### config.mk
export PLATFORM = sky130hd
export DESIGN_NAME = mempool_l0_fetch
export DESIGN_NICKNAME = d
export VERILOG_FILES = /design/src/rtl/mempool_l0_fetch.sv
export SDC_FILE = /design/constraint.sdc
export NUM_CORES = 1
export LEC_CHECK = 0
export BUFFER_PORTS_ARGS = -buffer_cell sky130_fd_sc_hd__buf_2
export CAP_MARGIN = 5
export CELL_PAD_IN_SITES_DETAIL_PLACEMENT = 1
export CELL_PAD_IN_SITES_GLOBAL_PLACEMENT = 1
export CORE_MARGIN = 5
export CORE_UTILIZATION = 43
export DETAILED_ROUTE_END_ITERATION = 10
export GPL_ROUTABILITY_DRIVEN = 0
export PLACE_DENSITY_LB_ADDON = 0.1
export SKIP_LAST_GASP = 1
export SYNTH_ARGS = -nofsm -noshare
export SYNTH_HDL_FRONTEND = slang
export SYNTH_SLANG_ARGS = --single-unit
export TNS_END_PERCENT = 10
### constraint.sdc
create_clock -name clk_i -period 50.3 [get_ports clk_i]
set_input_delay 0 -clock clk_i [delete_from_list [all_inputs] [get_ports clk_i]]
set_output_delay 0 -clock clk_i [all_outputs]
set_load 0.005 [all_outputs]
### src/rtl/mempool_l0_fetch.sv
// L0 instruction fetch buffer: fully-associative lines, zero-latency hit path,
// and a single outstanding line refill over a request/response handshake.

module mempool_l0_fetch_line #(
    parameter int TagWidth  = 28,
    parameter int LineWidth = 128
) (
    input  logic                 clk_i,
    input  logic                 rst_i,
    input  logic                 flush_i,
    input  logic                 we_i,
    input  logic [TagWidth-1:0]  wtag_i,
    input  logic [LineWidth-1:0] wdata_i,
    input  logic [TagWidth-1:0]  ltag_i,
    output logic                 match_o,
    output logic [LineWidth-1:0] data_o
);
    logic                valid_q;
    logic [TagWidth-1:0] tag_q;

    always_ff @(posedge clk_i or posedge rst_i) begin
        if (rst_i)        valid_q <= 1'b0;
        else if (flush_i) valid_q <= 1'b0;
        else if (we_i)    valid_q <= 1'b1;
    end

    // Payload needs no reset: it is only observable through a valid match.
    always_ff @(posedge clk_i) begin
        if (we_i) begin
            tag_q  <= wtag_i;
            data_o <= wdata_i;
        end
    end

    assign match_o = valid_q && (tag_q == ltag_i);
endmodule

module mempool_l0_fetch #(
    parameter int NumLines     = 2,
    parameter int WordsPerLine = 4,
    parameter int AddrWidth    = 32
) (
    input  logic                       clk_i,
    input  logic                       rst_i,
    input  logic [AddrWidth-1:0]       inst_addr_i,
    input  logic                       inst_valid_i,
    output logic [31:0]                inst_data_o,
    output logic                       inst_ready_o,
    input  logic                       flush_i,
    output logic [AddrWidth-1:0]       refill_qaddr_o,
    output logic                       refill_qvalid_o,
    input  logic                       refill_qready_i,
    input  logic [32*WordsPerLine-1:0] refill_pdata_i,
    input  logic                       refill_pvalid_i,
    output logic                       refill_pready_o,
    output logic                       hit_o,
    output logic                       miss_o
);
    localparam int IdxWidth  = $clog2(WordsPerLine);
    localparam int TagWidth  = AddrWidth - 2 - IdxWidth;
    localparam int LineWidth = 32 * WordsPerLine;
    localparam int PtrWidth  = $clog2(NumLines);

    typedef enum logic [1:0] {IDLE, REQ, WAIT} state_e;

    state_e                        state_q;
    logic [PtrWidth-1:0]           victim_q;
    logic                          drop_q;
    logic [NumLines-1:0]           match;
    logic [NumLines-1:0]           line_we;
    logic [LineWidth-1:0]          line_data [NumLines];
    logic [TagWidth-1:0]           ltag;
    logic [TagWidth-1:0]           wtag;
    logic [IdxWidth-1:0]           widx;
    logic                          hit;
    logic                          install;
    logic [LineWidth-1:0]          sel_line;
    logic [WordsPerLine-1:0][31:0] sel_words;

    assign ltag = inst_addr_i[AddrWidth-1 -: TagWidth];
    assign widx = inst_addr_i[2 +: IdxWidth];
    assign wtag = refill_qaddr_o[AddrWidth-1 -: TagWidth];

    // A flush seen in the same cycle as the response wins over the install.
    assign install = (state_q == WAIT) && refill_pvalid_i && !drop_q && !flush_i;

    for (genvar i = 0; i < NumLines; i++) begin : g_line
        assign line_we[i] = install && (victim_q == PtrWidth'(i));

        mempool_l0_fetch_line #(
            .TagWidth (TagWidth),
            .LineWidth(LineWidth)
        ) i_line (
            .clk_i  (clk_i),
            .rst_i  (rst_i),
            .flush_i(flush_i),
            .we_i   (line_we[i]),
            .wtag_i (wtag),
            .wdata_i(refill_pdata_i),
            .ltag_i (ltag),
            .match_o(match[i]),
            .data_o (line_data[i])
        );
    end

    always_comb begin
        sel_line = '0;
        for (int i = 0; i < NumLines; i++) begin
            if (match[i]) sel_line = sel_line | line_data[i];
        end
    end

    assign sel_words    = sel_line;
    assign hit          = inst_valid_i && $onehot(match);
    assign hit_o        = hit;
    assign inst_ready_o = hit;
    assign inst_data_o  = hit ? sel_words[widx] : 32'h0;
    assign miss_o       = inst_valid_i && !hit && (state_q == IDLE) && !rst_i;

    always_ff @(posedge clk_i or posedge rst_i) begin
        if (rst_i) begin
            state_q         <= IDLE;
            victim_q        <= '0;
            drop_q          <= 1'b0;
            refill_qaddr_o  <= '0;
            refill_qvalid_o <= 1'b0;
            refill_pready_o <= 1'b0;
        end else begin
            case (state_q)
                IDLE: begin
                    if (miss_o) begin
                        refill_qaddr_o  <= {ltag, {(IdxWidth + 2){1'b0}}};
                        refill_qvalid_o <= 1'b1;
                        drop_q          <= 1'b0;
                        state_q         <= REQ;
                    end
                end
                REQ: begin
                    // The request still completes so the response stays paired.
                    if (flush_i) drop_q <= 1'b1;
                    if (refill_qready_i) begin
                        refill_qvalid_o <= 1'b0;
                        refill_pready_o <= 1'b1;
                        state_q         <= WAIT;
                    end
                end
                WAIT: begin
                    if (refill_pvalid_i) begin
                        refill_pready_o <= 1'b0;
                        drop_q          <= 1'b0;
                        state_q         <= IDLE;
                        if (install) victim_q <= victim_q + 1'b1;
                    end else if (flush_i) begin
                        drop_q <= 1'b1;
                    end
                end
                default: state_q <= IDLE;
            endcase
        end
    end
endmodule

# Word-level counts from Yosys, hierarchy flattened
# Cells that the tools add are included.
# classes
reduce_logical	27
n_eq_ne	8
mux	23
bitwise_logic	2
add_sub_neg	2
n_lt_le_gt_ge	1
# ops
op	n
two-way mux 128 bit	2
bitwise OR 128 bit	1
binary-select mux 32 bit (select 2 bit)	1
two-way mux 32 bit	2
== test 28 bit	2
AND reduction 3 bit	4
logical AND 1 bit	11
two-way mux 1 bit	11
nonzero test 2 bit	4
two-way mux 2 bit	3
!= test 2 bit (second input constant)	3
one-hot mux 2 bit (3 select lines)	1
== test 2 x 1 -> 1 bit (second input constant)	2
zero test 1 bit	4
one-hot mux 1 bit (2 select lines)	2
AND reduction 2 bit	2
less-than comparator 2 x 3 -> 1 bit (second input constant)	1
one-hot mux 1 bit (3 select lines)	1
nonzero test 3 bit	1
adder 1 x 1 -> 2 bit	1
== test 2 bit (second input constant)	1
zero test 2 bit	1
adder 1 bit (second input constant)	1
NOT 1 bit	1
# totals
out_inout_bits	69
input_bits	166
register_bits	348
word_cells	75

# Logic depth before layout (Yosys ltp)
# depth
ltp_word	11
ltp_mapped	10
ltp_nobuf	7

# Cells and area by module
# A second synthesis with hierarchy kept.
# hier_totals
cells_unflattened	748
hier_area_um2	13287.7
# modules_own_cells
mod	area_per_inst_um2	seq_area_each_um2	cells_per_inst	instances
mempool_l0_fetch_line	5032.3	4709.5	198	2
mempool_l0_fetch	3223.1	850.8	352	1

# Worst setup path after synthesis
# OpenSTA, ideal clock, no wires.
# synth_path
kind	reg2reg
from	reg state_q[0]
to	reg g_line[0].i_line.data_o[0] (enable)
setup_slack_ns	33.761
required_time_ns	49.225
n_path_buf	0
stages_incl_launch_ff	5
arrival_time_ns	15.464
setup_time_ns	1.075
synth_period_minus_slack_ns	16.539
cell_sequence	dfrtp_1 > inv_1 > ha_1 > nand2_1 > nor4_1
# synth_between
elab_chain_cells	5
# synth_rtl
element	line	text
start, declared	66	state_e state_q;
start signal, assigned	122	state_q <= IDLE;
start signal, assigned	135	state_q <= REQ;
start signal, assigned	144	state_q <= WAIT;
== test 2 bit	85	assign install = (state_q == WAIT) && refill_pvalid_i && !drop_q && !flush_i;
logical AND 1 bit (3 in series)	85	
logical AND 1 bit	88	assign line_we[i] = install && (victim_q == PtrWidth'(i));
via g_line[0].i_line.we_i	11	input logic we_i,
end signal, assigned	31	data_o <= wdata_i;
end, declared	16	output logic [LineWidth-1:0] data_o
# The timed path passes the listed nets, and every way through them passes these cells.
# A chain may end at the register's enable or synchronous reset.

# Worst setup path after layout
# layout_path
from	reg g_line[1].i_line.tag_q[19]
to	out inst_data_o[0]
# layout_between
elab_chain_cells	6
word_cells_on_any_way	9
cone_classes	add/sub (1); eq/ne (2); mux (4); reduce/logical (2)
# layout_rtl
element	line	text
start, declared	19	logic [TagWidth-1:0] tag_q;
start signal, assigned	30	tag_q <= wtag_i;
== test 28 bit (*)	35	assign match_o = valid_q && (tag_q == ltag_i);
logical AND 1 bit (*)	35	
two-way mux 128 bit or adder 1 x 1 -> 2 bit (tied branches)	109, 114	
binary-select mux 32 bit (select 2 bit) or == test 2 x 1 -> 1 bit (tied branches)	117, 114	
two-way mux 32 bit (implied by the code) or logical AND 1 bit (tied branches)	117, 114	
two-way mux 32 bit (*)	117	assign inst_data_o = hit ? sel_words[widx] : 32'h0;
end, declared	47	output logic [31:0] inst_data_o,
# Mark *: on every way between the ends. The rest lies on a longest branch, timed or not. The select of a mux whose other input is x is not followed.

==> impl_results.md <==
* Netlist cell types at 49
* Yosys warning count at 0
* Pin count of the biggest net entering global routing at around 160
* WL final at about 40 mm
* Commonest register cell after synthesis: edfxtp_1
* Initial antenna violation count at 4
* H-tree levels at 2
* WS Path Type: flop to output port
* Post-synthesis sequential area ratio at 72.1%
* RSZ-0062 raised after global routing: no
* Slew Viols, Final at 0
* Final ANT Viol Nets at 0
* Synthesized area at 0.0143 mm2
* CP peak stage delay at roughly 700 ps
* Pre-Repair DR Iteration Count at 5
* CTS root buffer: clkbuf_16
* # resized after CTS at 0
* Status: finished clean
* Area Overhead vs Synth at 30.5%
* Setup crit start kind: flop
* Commonest non-fill, non-tap cells in the layout: edfxtp_1, buf_2, dlygate4sd3_1
* Reg2Reg Depth at 8
* Layout Nets at 1500
* Hold crit path type: input port to flop
* DRC errors left at 0
* Min-Delay Path Depth at 4
* Clock sink count at 348
* Die Ht at 192 um
* Vias in the first global route at 10285
* Commonest non-fill, non-tap cell in the layout: edfxtp_1
* Fin Setup TNS at 0 ps
* Slew margin rel. at around 17%
* Placed instance count at about 1600
* Cell family with most CP delay: simple AND/OR/NAND/NOR gates
* Crit share post-route at 9.26%
* GRT Util Overall at about a fifth
* HP Start: inst_valid_i
* Final Hold Viols at 0
* Vias/cell at 5.30
* Slowest CP cell: buf_4
* WP buf/inv at 2
* Share of layout cells above drive strength 1 at 26.9%
* Via count at approximately 9600
* Worst-skew pair later-pin latency at 520 ps
* CP required at 50300 ps
* VDD IR max at 0.0348 mV
* Reg-to-reg slack, setup at between 40000 and 50000 ps
* Non-Filler Instances at 1803
* Hold slack final at 100 ps
* Num rows at 66
* Global route overflow at 0
* FF-to-FF Start: g_line[0].i_line.tag_q[0]
* Die width at 192 um
* CTS tree: yes
* Final-report setup violation count at 0
* Async SR Flop Fraction at 10.3%
* CP endpoint kind: output port
* Final worst slack at 45640 ps
* CP Cell Sequence: xor2_1 -> or4_1 -> nor4_2 -> and2_4 -> buf_4 -> nand2_1 -> and3_1 -> a2111oi_0 -> buf_2
* Syn avg cell area at 15.2 um2
* WL/cell at between 20 and 25 um
* Initial Util at 43.7%
* Post-Place Worst Slack at 46100 ps
* First-pass GRT wire length at about 60 mm
* Die area at 0.0369 mm2
* Max_cap viols at 0
* CTS Buffer Depth at 3
* CP arrival at 4660 ps
* Port Buf Inserts at 228
* Fin Clk Skew at 17.3 ps
* Post-DP HPWL at 23.8 mm
* Crit Reg-Reg Endpoint: refill_qaddr_o[25]
* Hold endpoint: refill_qvalid_o
* Detailed Route Iter0 Violations at 452
* Leakage power at 0.00670 uW
* Post-synth EDFFs at between 300 and 400
* Seq cells post-synth at 348
* Clock transition at path regs at around 60 ps
* Worst-margin pin slew at roughly 1200 ps
* CORE AREA at 0.0326 mm2
* Min Tclk post-route at between 4000 and 5000 ps
* CTS Buf Count at 39
* I/O pin cnt at between 200 and 250
* Max Fanout on Critical Path at between 50 and 60
* Mapped Cells at 940
* Highest Clock Rate at 215 MHz
* PwrDens at ~39 mW/mm2
==> tightest hold or removal path, stage by stage <==
cell      delay (ps)
buf_2            130
nand3_1          250
a21oi_1          100
o311ai_0          70
==> per-layer routing <==
layer	track usage (%)	part of all wire, %	wire, um
met1	28.4	44	17500
met2	36.0	50	19700
met3	3.27	4.7	1860
met4	4.72	1.6	641
met5	0	0.068	27
==> through the flow <==
step | power, uW | util [%] | area, um2
after floorplan | 425 | - | 14300
after global placement | 455 | 48.4 | 15800
after detailed placement | 460 | 48.4 | 15800
after CTS | 733 | 57.0 | 18600
after global routing | 756 | 57.0 | 18600
final | 726 | 57.0 | 18600
==> kinds of logic after synthesis <==
kind of cell | Yosys count | synth area share [%]
other | 1 | 0.0263
flip-flops | 348 | 72.1
multiplexers | 51 | 3.96
AND/OR/NAND/NOR | 267 | 9.05
AO/OA/AOI/OAI | 150 | 8.72
buffers and inverters | 63 | 2.26
XOR/XNOR | 56 | 3.57
adder cells (fa/ha/maj) | 4 | 0.351
==> flip-flops by register name, summed over array words and instances (netlist names) <==
register / cells
g_line.i_line.data_o: 256
drop_q: 1
g_line.i_line.tag_q: 56
g_line.i_line.valid_q: 2
refill_qvalid_o: 1
refill_qaddr_o: 28
state_q: 2
refill_pready_o: 1
victim_q: 1
==> what timing repair did <==
item	CTS	global route
hold endpoints to repair	326	0
hold buffers	162	0
setup buffers	0	0
==> power by group <==
group	switching (uW)	internal [uW]	total (uW)
combinational	46.0	42.3	88.3
sequential	19.0	358	376
clock	110	151	261
total	175	551	726
==> synthesized netlist by cell type, types with 10 or more instances <==
cell type  count  share of area [%]
nor4_1        11               0.48
a311o_1       25                1.8
clkbuf_1      33               0.87
nor3_1        10               0.35
a31oi_1       14               0.61
a21oi_1       17               0.60
nand3_1       18               0.63
mux2_2        43                3.4
a211oi_2      20                1.8
nand4_1       16               0.70
nand2_1      144                3.8
o21a_1        14               0.74
a22oi_1       27                1.4
buf_4         11               0.58
xnor2_1       30                1.8
xor2_1        25                1.5
and3_1        33                1.4
dfrtp_1       36                6.3
edfxtp_1     312                 66
==> how the worst max path moves through the flow <==
stage          slack, ps  depth (start not counted)                         end                        from
6_report           45640                          9              inst_data_o[0]  g_line[1].i_line.tag_q[19]
5_1_grt            45390                          9             inst_data_o[30]  g_line[1].i_line.tag_q[13]
4_1_cts            45550                          9              inst_data_o[0]  g_line[1].i_line.tag_q[13]
3_5_place_dp       46100                          9              inst_data_o[0]  g_line[1].i_line.tag_q[13]
3_3_place_gp       46140                          9              inst_data_o[0]  g_line[1].i_line.tag_q[13]
2_1_floorplan      33760                          4  g_line[0].i_line.data_o[0]                  state_q[0]
==> final cells by class <==
class | instances | area, um2
multi-input cells | 532 | 3700
well taps | 442 | 553
clock buffers | 56 | 1090
inverters | 7 | 26.3
clock inverters | 15 | 85.1
flip-flops and latches | 348 | 10300
repair buffers | 402 | 2870
diodes | 1 | 2.50
fillers | 3180 | 14000
No activity file was read; power rests on OpenSTA's default activity.
